**config.mk**
```make
export PLATFORM = sky130hd
export DESIGN_NAME = pwm_multi_ch_gen_flat
export DESIGN_NICKNAME = d
export VERILOG_FILES = /design/src/rtl/pwm_multi_ch_gen_if.sv /design/src/rtl/pwm_multi_ch_gen.sv /design/src/flat_wrapper.sv
export SDC_FILE = /design/constraint.sdc
export NUM_CORES = 1
export LEC_CHECK = 0
export ABC_AREA = 1
export CAP_MARGIN = 10
export CORE_UTILIZATION = 30
export CTS_CLUSTER_SIZE = 40
export DETAILED_ROUTE_END_ITERATION = 16
export SYNTH_ARGS = -nofsm -noshare
export SYNTH_HDL_FRONTEND = slang
export SYNTH_SLANG_ARGS = --single-unit
```
**constraint.sdc**
```tcl
create_clock -name clk_50M -period 2.3 [get_ports clk_50M]
set_input_delay 0.575 -clock clk_50M [delete_from_list [all_inputs] [get_ports clk_50M]]
set_output_delay 0.575 -clock clk_50M [all_outputs]
set_load 0.1 [all_outputs]
```
**src/rtl/pwm_multi_ch_gen_if.sv**
```systemverilog
// Control-side bundle of the multi-channel PWM generator: run/prescale/duty
// inputs from register logic and the PWM, step and period outputs back.
interface pwm_multi_ch_gen_if #(
    parameter int CHANNELS = 4,
    parameter int RES_BITS = 4,
    parameter int PRESC_W  = 8
);
    logic                         enable;
    logic [PRESC_W-1:0]           prescale;
    logic [CHANNELS*RES_BITS-1:0] duty_in;
    logic                         duty_we;
    logic [CHANNELS-1:0]          pwm_out;
    logic                         step_clk;
    logic                         period_tick;

    modport master (
        output enable, prescale, duty_in, duty_we,
        input  pwm_out, step_clk, period_tick
    );

    modport slave (
        input  enable, prescale, duty_in, duty_we,
        output pwm_out, step_clk, period_tick
    );
endinterface

```
**src/rtl/pwm_multi_ch_gen.sv**
```systemverilog
// Multi-channel PWM: prescaled step tick, shared period counter, double-buffered duties.
// Define PWM_CENTER_ALIGN_EN for centre-aligned (up/down) counting; default is edge-aligned.
module pwm_multi_ch_gen #(
    parameter int CHANNELS = 4,
    parameter int RES_BITS = 4,
    parameter int PRESC_W  = 8
) (
    input logic              clk_50M,
    input logic              reset,
    pwm_multi_ch_gen_if.slave bus
);
    typedef logic [RES_BITS-1:0] duty_t;

    localparam duty_t CNT_MAX = '1;

    logic [PRESC_W-1:0]  presc_cnt;
    duty_t               cnt;
    duty_t               pending [CHANNELS];
    duty_t               active  [CHANNELS];
    logic                tick;
    logic                boundary;
    logic [CHANNELS-1:0] pwm_q;
    logic                step_q;
    logic                period_q;

    // >= rather than == so lowering prescale below presc_cnt ticks at once.
    assign tick = bus.enable && (presc_cnt >= bus.prescale);

    always_ff @(posedge clk_50M or posedge reset) begin
        if (reset) begin
            presc_cnt <= '0;
        end else if (!bus.enable || tick) begin
            // NOTE: every clocked register here uses <= so all flops update from pre-edge values.
            presc_cnt <= '0;
        end else begin
            presc_cnt <= presc_cnt + 1'b1;
        end
    end

`ifdef PWM_CENTER_ALIGN_EN
    logic cnt_down;

    assign boundary = tick && cnt_down && (cnt == '0);

    // Top and bottom values are each held for one extra tick while direction flips.
    always_ff @(posedge clk_50M or posedge reset) begin
        if (reset) begin
            cnt      <= '0;
            cnt_down <= 1'b0;
        end else if (!bus.enable) begin
            cnt      <= '0;
            cnt_down <= 1'b0;
        end else if (tick) begin
            if (!cnt_down) begin
                if (cnt == CNT_MAX) cnt_down <= 1'b1;
                else                cnt      <= cnt + 1'b1;
            end else begin
                if (cnt == '0) cnt_down <= 1'b0;
                else           cnt      <= cnt - 1'b1;
            end
        end
    end

    function automatic logic duty_hit(duty_t c, duty_t d);
        return {1'b0, c} >= ({1'b1, {RES_BITS{1'b0}}} - {1'b0, d});
    endfunction
`else
    assign boundary = tick && (cnt == CNT_MAX);

    always_ff @(posedge clk_50M or posedge reset) begin
        if (reset) begin
            cnt <= '0;
        end else if (!bus.enable) begin
            cnt <= '0;
        end else if (tick) begin
            cnt <= cnt + 1'b1;
        end
    end

    function automatic logic duty_hit(duty_t c, duty_t d);
        return c < d;
    endfunction
`endif

    always_ff @(posedge clk_50M or posedge reset) begin
        if (reset) begin
            // NOTE: duty arrays are a few flops per channel, so they are reset; outputs must start low.
            for (int n = 0; n < CHANNELS; n++) begin
                pending[n] <= '0;
                active[n]  <= '0;
            end
        end else begin
            for (int n = 0; n < CHANNELS; n++) begin
                if (bus.duty_we) pending[n] <= bus.duty_in[n*RES_BITS +: RES_BITS];
                // A write landing on the boundary bypasses pending so it is not lost for a period.
                if (!bus.enable)   active[n] <= pending[n];
                else if (boundary) active[n] <= bus.duty_we ? bus.duty_in[n*RES_BITS +: RES_BITS]
                                                            : pending[n];
            end
        end
    end

    always_ff @(posedge clk_50M or posedge reset) begin
        if (reset) begin
            pwm_q    <= '0;
            step_q   <= 1'b0;
            period_q <= 1'b0;
        end else begin
            period_q <= boundary;
            step_q   <= bus.enable ? (step_q ^ tick) : 1'b0;
            for (int n = 0; n < CHANNELS; n++) begin
                pwm_q[n] <= bus.enable && duty_hit(cnt, active[n]);
            end
        end
    end

    assign bus.pwm_out     = pwm_q;
    assign bus.step_clk    = step_q;
    assign bus.period_tick = period_q;
endmodule

```
**src/flat_wrapper.sv**
```systemverilog
// flat-port wrapper written by rule: the top's interface ports become plain ports
module pwm_multi_ch_gen_flat 
#(
    parameter int CHANNELS = 4,
    parameter int RES_BITS = 4,
    parameter int PRESC_W  = 8
)
  (clk_50M, reset, bus_enable, bus_prescale, bus_duty_in, bus_duty_we, bus_pwm_out, bus_step_clk, bus_period_tick);
  pwm_multi_ch_gen_if #(.CHANNELS(CHANNELS), .RES_BITS(RES_BITS), .PRESC_W(PRESC_W)) bus_i ();
  input logic clk_50M;
  input logic reset;
  input wire logic [$bits(bus_i.enable)-1:0] bus_enable;
  input wire logic [$bits(bus_i.prescale)-1:0] bus_prescale;
  input wire logic [$bits(bus_i.duty_in)-1:0] bus_duty_in;
  input wire logic [$bits(bus_i.duty_we)-1:0] bus_duty_we;
  output wire logic [$bits(bus_i.pwm_out)-1:0] bus_pwm_out;
  output wire logic [$bits(bus_i.step_clk)-1:0] bus_step_clk;
  output wire logic [$bits(bus_i.period_tick)-1:0] bus_period_tick;
  assign bus_i.enable = bus_enable;
  assign bus_i.prescale = bus_prescale;
  assign bus_i.duty_in = bus_duty_in;
  assign bus_i.duty_we = bus_duty_we;
  assign bus_pwm_out = bus_i.pwm_out;
  assign bus_step_clk = bus_i.step_clk;
  assign bus_period_tick = bus_i.period_tick;
  pwm_multi_ch_gen #(.CHANNELS(CHANNELS), .RES_BITS(RES_BITS), .PRESC_W(PRESC_W)) u_core (.clk_50M(clk_50M), .reset(reset), .bus(bus_i));
endmodule
```
After elaboration in Yosys (flattened, before gate mapping)
Index checks and enable logic that the tools add are counted.
W data, S select, Z words.

operators by class
  add/subtract/negate cells = 2
  $lt $le $gt $ge = 5
  eq/ne operators = 3
  mux-type cells = 16
  bitwise operators = 1
  reduce and logical (&&, ||, !) cells = 8

operators by type and width
  kind                   number
  $mux W4                14
  $lt A4 B4 Y1           4
  $add A8 B1 Y8 const B  1
  $ge A8 B8 Y1           1
  $mux W8                1
  $logic_and A1 B1 Y1    6
  $add A4 B1 Y4 const B  1
  $eq A4 B4 Y1 const B   1
  $ne A2 B1 Y1 const B   2
  $logic_not A1 Y1       1
  $logic_or A1 B1 Y1     1
  $mux W1                1
  $xor A1 B1 Y1          1

word-level totals
  flip-flop bits (word level) = 50
  input port bits = 28
  output and inout port bits = 6
  logic and storage cells = 48

Longest topological paths before layout
  depth in word-level cells = 5
  depth in mapped cells = 14
  depth with buffers taken out = 13

Least setup slack after synthesis
No wires, ideal clock.

  kind = input to register
  start point = input bus_prescale[7]
  end point = register u_core.active[0] in the netlist's numbering
  library setup time = 117 ps
  data arrival time = 1772 ps
  data required time = 2183 ps
  setup slack = 411 ps
  stages on the path = 10
  buffers on the path = 1
  path through = inv_1 -> ha_1 -> a21o_1 -> nor2_2 -> nand3_2 -> nand3_4 -> nand2_4 -> buf_6 -> nand2_1 -> nand2_1

between the ends
  longest elaborated chain between the ends = 4

ends and longest elaborated chain
  element                        line                    source
  start, declared                flat_wrapper.sv:13      input wire logic [$bits(bus_i.prescale)-1:0] bus_prescale;
  $ge A8 B8 Y1                   pwm_multi_ch_gen.sv:27  assign tick = bus.enable && (presc_cnt >= bus.prescale);
  $logic_and A1 B1 Y1            pwm_multi_ch_gen.sv:27
  $logic_and A1 B1 Y1            pwm_multi_ch_gen.sv:68  assign boundary = tick && (cnt == CNT_MAX);
  $ne A2 B1 Y1 (no line)         n/a
  end signal, assigned by index  pwm_multi_ch_gen.sv:96  if (!bus.enable) active[n] <= pending[n];
  end signal, assigned by index  pwm_multi_ch_gen.sv:97  else if (boundary) active[n] <= bus.duty_we ? bus.duty_in[n*RES_BITS +: RES_BITS]
  end, declared                  pwm_multi_ch_gen.sv:19  duty_t active [CHANNELS];

No other way between the ends.
A chain may end at the register's enable or synchronous reset.

Worst setup path after layout
  start point = input bus_prescale[5]
  end point = register u_core.active[14] in the netlist's numbering

The elaborated chain is that of the path after synthesis.

==> results.md <==
- Status: complete, no violations
- Clock latency on the worst-skew pair: 0.29 ns
- Timing startpoint of the critical path: bus_prescale[5]
- Post-CTS clock slew at the launch and capture registers of the worst setup and hold paths: 0.09 ns
- CTS tree: done
- Hold slack: slightly below 0.5 ns
- Remaining routing DRC violations: 0
- Data arrival, critical path: about 2.4 ns
- Number of post-CTS setup repair buffers: 0
- Kind of path behind the tightest hold check: reg -> reg
- Total Neg Setup Slack: 0 ns
- Crit path kind: in -> reg
- Final Util: 0.375
- Hold-fix buffers, CTS: 0
- Area used by sequential logic in the layout: approximately 1300 µm²
- Power Density: between 500 and 600 nW/µm²
- Clock net sink count: 50
- Required time at the endpoint of the critical path: ~2.5 ns
- Die outline width: 96.5 µm
- Capturing element type of the critical path: flip-flop
- Multi-input combinational cell area: roughly 1200 µm²
- Die Outline Area: roughly 9300 µm²
- Post-synthesis share of cell area spent on full adders, half adders and majority gates: 0.103
- Simple-gate portion of the synthesized area: 0.225
- Total track usage: 0.123
- Number of diodes added for antenna fixing: 0
- CTS Root Buffer Type: clkbuf_8
- Standard cell with the maximum stage delay on the critical path: clkdlybuf4s50_1
- Max Fanout on Critical Path: 11
- Leading area contributor after synthesis: dfrtp_1
- Share of the synthesized netlist area taken by xor and xnor gates: 0.0131
- Number of nets with antenna violations after detailed routing: 0
- Number of global-route vias before repair: between 2000 and 2500
- Count of nets after finishing: 411
- Period Utilization, post-route: 0.919
- Post-synth top cells: nand2_1 (88), dfrtp_1 (50), inv_1 (48)
- Largest cells by area after synthesis: dfrtp_1 (47%), nand2_1 (12%), ha_1 (10%)
- Estimated wirelength of the detail-placed design: 3700 µm
- First-pass iteration count of the detailed router: 4
- Number of vias in the routed layout: between 2000 and 2500
- Placement row count: 34
- Post-Synthesis Cell Area: ~2700 µm²
- Primary flip-flop cell chosen by synthesis mapping: dfrtp_1
- Port bufs: 33
- Worst Setup Slack post-DPL: -0.134 ns
- Total power consumption of the routed design: 1.88 mW
- Count of mapped cells out of synthesis: about 320
- Synth-to-layout area growth: 21.5%
- Grt total ovfl: 0
- Syn Nets: ~370
- Top-level port count: 34
- Clock buffer depth: 2
- Placed standard-cell area: roughly 3200 µm²
- Most used routing layer in global routing: met2
- RSZ-0062 raised after global routing: no
- Total Routed Length: ~5000 µm
- Final number of setup-violating endpoints: 0
- Count of placed standard cells in the final layout, fillers left out: 470
- Ordered cell list for the critical path: clkdlybuf4s50_1 > inv_1 > ha_1 > a21oi_1 > nor2_1 > nor2_2 > nand3_2 > nand3_4 > buf_4 > nand3_1 > nand2_1
- Max cap viols: 0
- Headroom to the max-slew limit: 0.769
- Largest family of logic cells by synthesized area: simple AND/OR/NAND/NOR gates
- Global placement routability congestion: 0.727
- Final min period: 2.11 ns
- Worst IR drop on VDD: approximately 0.00027 V
- Dominant cell by count in the synthesized netlist: nand2_1
- Beginning of the worst register-to-register path: u_core.presc_cnt[5]
- Count of warnings emitted by yosys: 0
- Worst min-delay path startpoint: u_core.presc_cnt[0]
- Maximum clock skew at final layout: a little under 0.007 ns
- Worst stage delay on the critical path: approximately 0.45 ns
- Static Leakage: 1.69 nW
- Initial detailed-routing violation count: 56
- Final std cell area, no fill: ~3300 µm²
- Startpoint Class: input port
- Number of antenna violations at the first check in global routing: 0
- Slew Viols, Final: 0
- Filler Cell Count: 940
- Mean Syn Cell Area: approximately 8.3 µm²
- F_max: 473 MHz
- Initial Utilization: 0.309
- Met1 capacity usage during global routing: 0.157
- Post-Place Cells: ~460
- Share of the synthesized area in the top cell type: 0.467
- Share of synthesized registers carrying an async set or reset: 1.00
- Average wire per standard cell: about 11 µm
- Core outline area: slightly below 9000 µm²
- Pin count of the biggest net entering global routing: 51
- Number of distinct library cells after synthesis: 28
- Final critical-path setup slack: about 0.19 ns
- H-Tree Depth: 2
- Clock buffer count from CTS: 5
- GR met2 Demand/Resource: 0.209
- Share of synthesized area occupied by flip-flops and latches: 0.467
- Worst-margin pin slew: between 0.3 and 0.4 ns
- First-pass GRT wire length: around 9000 µm
- Share of post-route cells with drive strength above 1: 0.0884
- Global-route met3 utilization: 0.0282
- Mux contribution to synthesized area: 0
- Number of synthesized flops with an enable pin: 0
- Final hold viol count: 0
- Compound-cell area share of the yosys netlist: 0.105
- Vias per std cell: 4.36
- Post-synthesis register bit count: 50
- # resized after CTS: 0
- Vertical die dimension: 96.5 µm
## final timing paths
check / endpoint / slack, ns / cells after the start
max in group asynchronous: u_core.pending[3] / 1.42 / 3
max: u_core.active[14] / 0.19 / 11
min reg2reg: u_core.presc_cnt[0] / 0.50 / 1
min in group asynchronous: u_core.pending[9] / 0.62 / 3
max reg2reg: u_core.active[14] / 0.54 / 9
min: u_core.presc_cnt[0] / 0.50 / 1
## power by group
| part | internal (mW) | switching (mW) | total, mW |
|---|---|---|---|
| clock | 0.243 | 0.279 | 0.523 |
| sequential | 0.951 | 0.0324 | 0.983 |
| combinational | 0.145 | 0.231 | 0.375 |
| total | 1.34 | 0.543 | 1.88 |
## worst max-delay path, delay by kind of cell
family | cells | cell delay, ns
compound gates | 1 | 0.17
buf+inv | 3 | 0.69
simple gates | 6 | 0.62
fa+ha+maj | 1 | 0.30
## logic make-up (layout without fill, tap and decap cells)
family / count (synthesis) / in the layout
AOI/OAI and AO/OA: 52 / 52
xor gates and xnor gates: 4 / 4
adders and majority gates: 22 / 22
buffers and inverters: 59 / 98
DFF: 50 / 50
and+or+nand+nor: 136 / 136
## layer usage
layer	wire length [µm]	up-vias
met5	0	-
met4	38	0
met3	172	5
met2	2260	28
met1	2540	910
li1	-	1106
## sequential cells by signal, summed over array words and instances (netlist names)
signal,cells
u_core.bus.step_clk,1
u_core.bus.pwm_out,4
u_core.active,16
u_core.bus.period_tick,1
u_core.pending,16
u_core.presc_cnt,8
u_core.cnt,4
## cells in the final DEF, fill, tap and decap left out, drive strengths merged
master / netlist / routed
nand2: 90 / 90
buf: 6 / 16
clkbuf: 5 / 7
xnor2: 2 / 2
clkdlybuf4s50: 0 / 26
dfrtp: 50 / 50
clkinv: 0 / 1
nand4: 4 / 4
nor2: 17 / 17
xor2: 2 / 2
o211ai: 4 / 4
a21oi: 7 / 7
nand3: 23 / 23
nor3: 1 / 1
a21boi: 4 / 4
ha: 22 / 22
a21o: 1 / 1
and3: 1 / 1
inv: 48 / 48
o21ai: 36 / 36
## final cells by class
cell class / count / area share
tap: 108 / 0.0415
clock buffer: 7 / 0.0265
multi-input combinational: 214 / 0.367
inverter: 48 / 0.0553
sequential: 50 / 0.384
timing repair buffer: 42 / 0.124
clock inverter: 1 / 0.00154
Power figures use the tool's default switching activity.
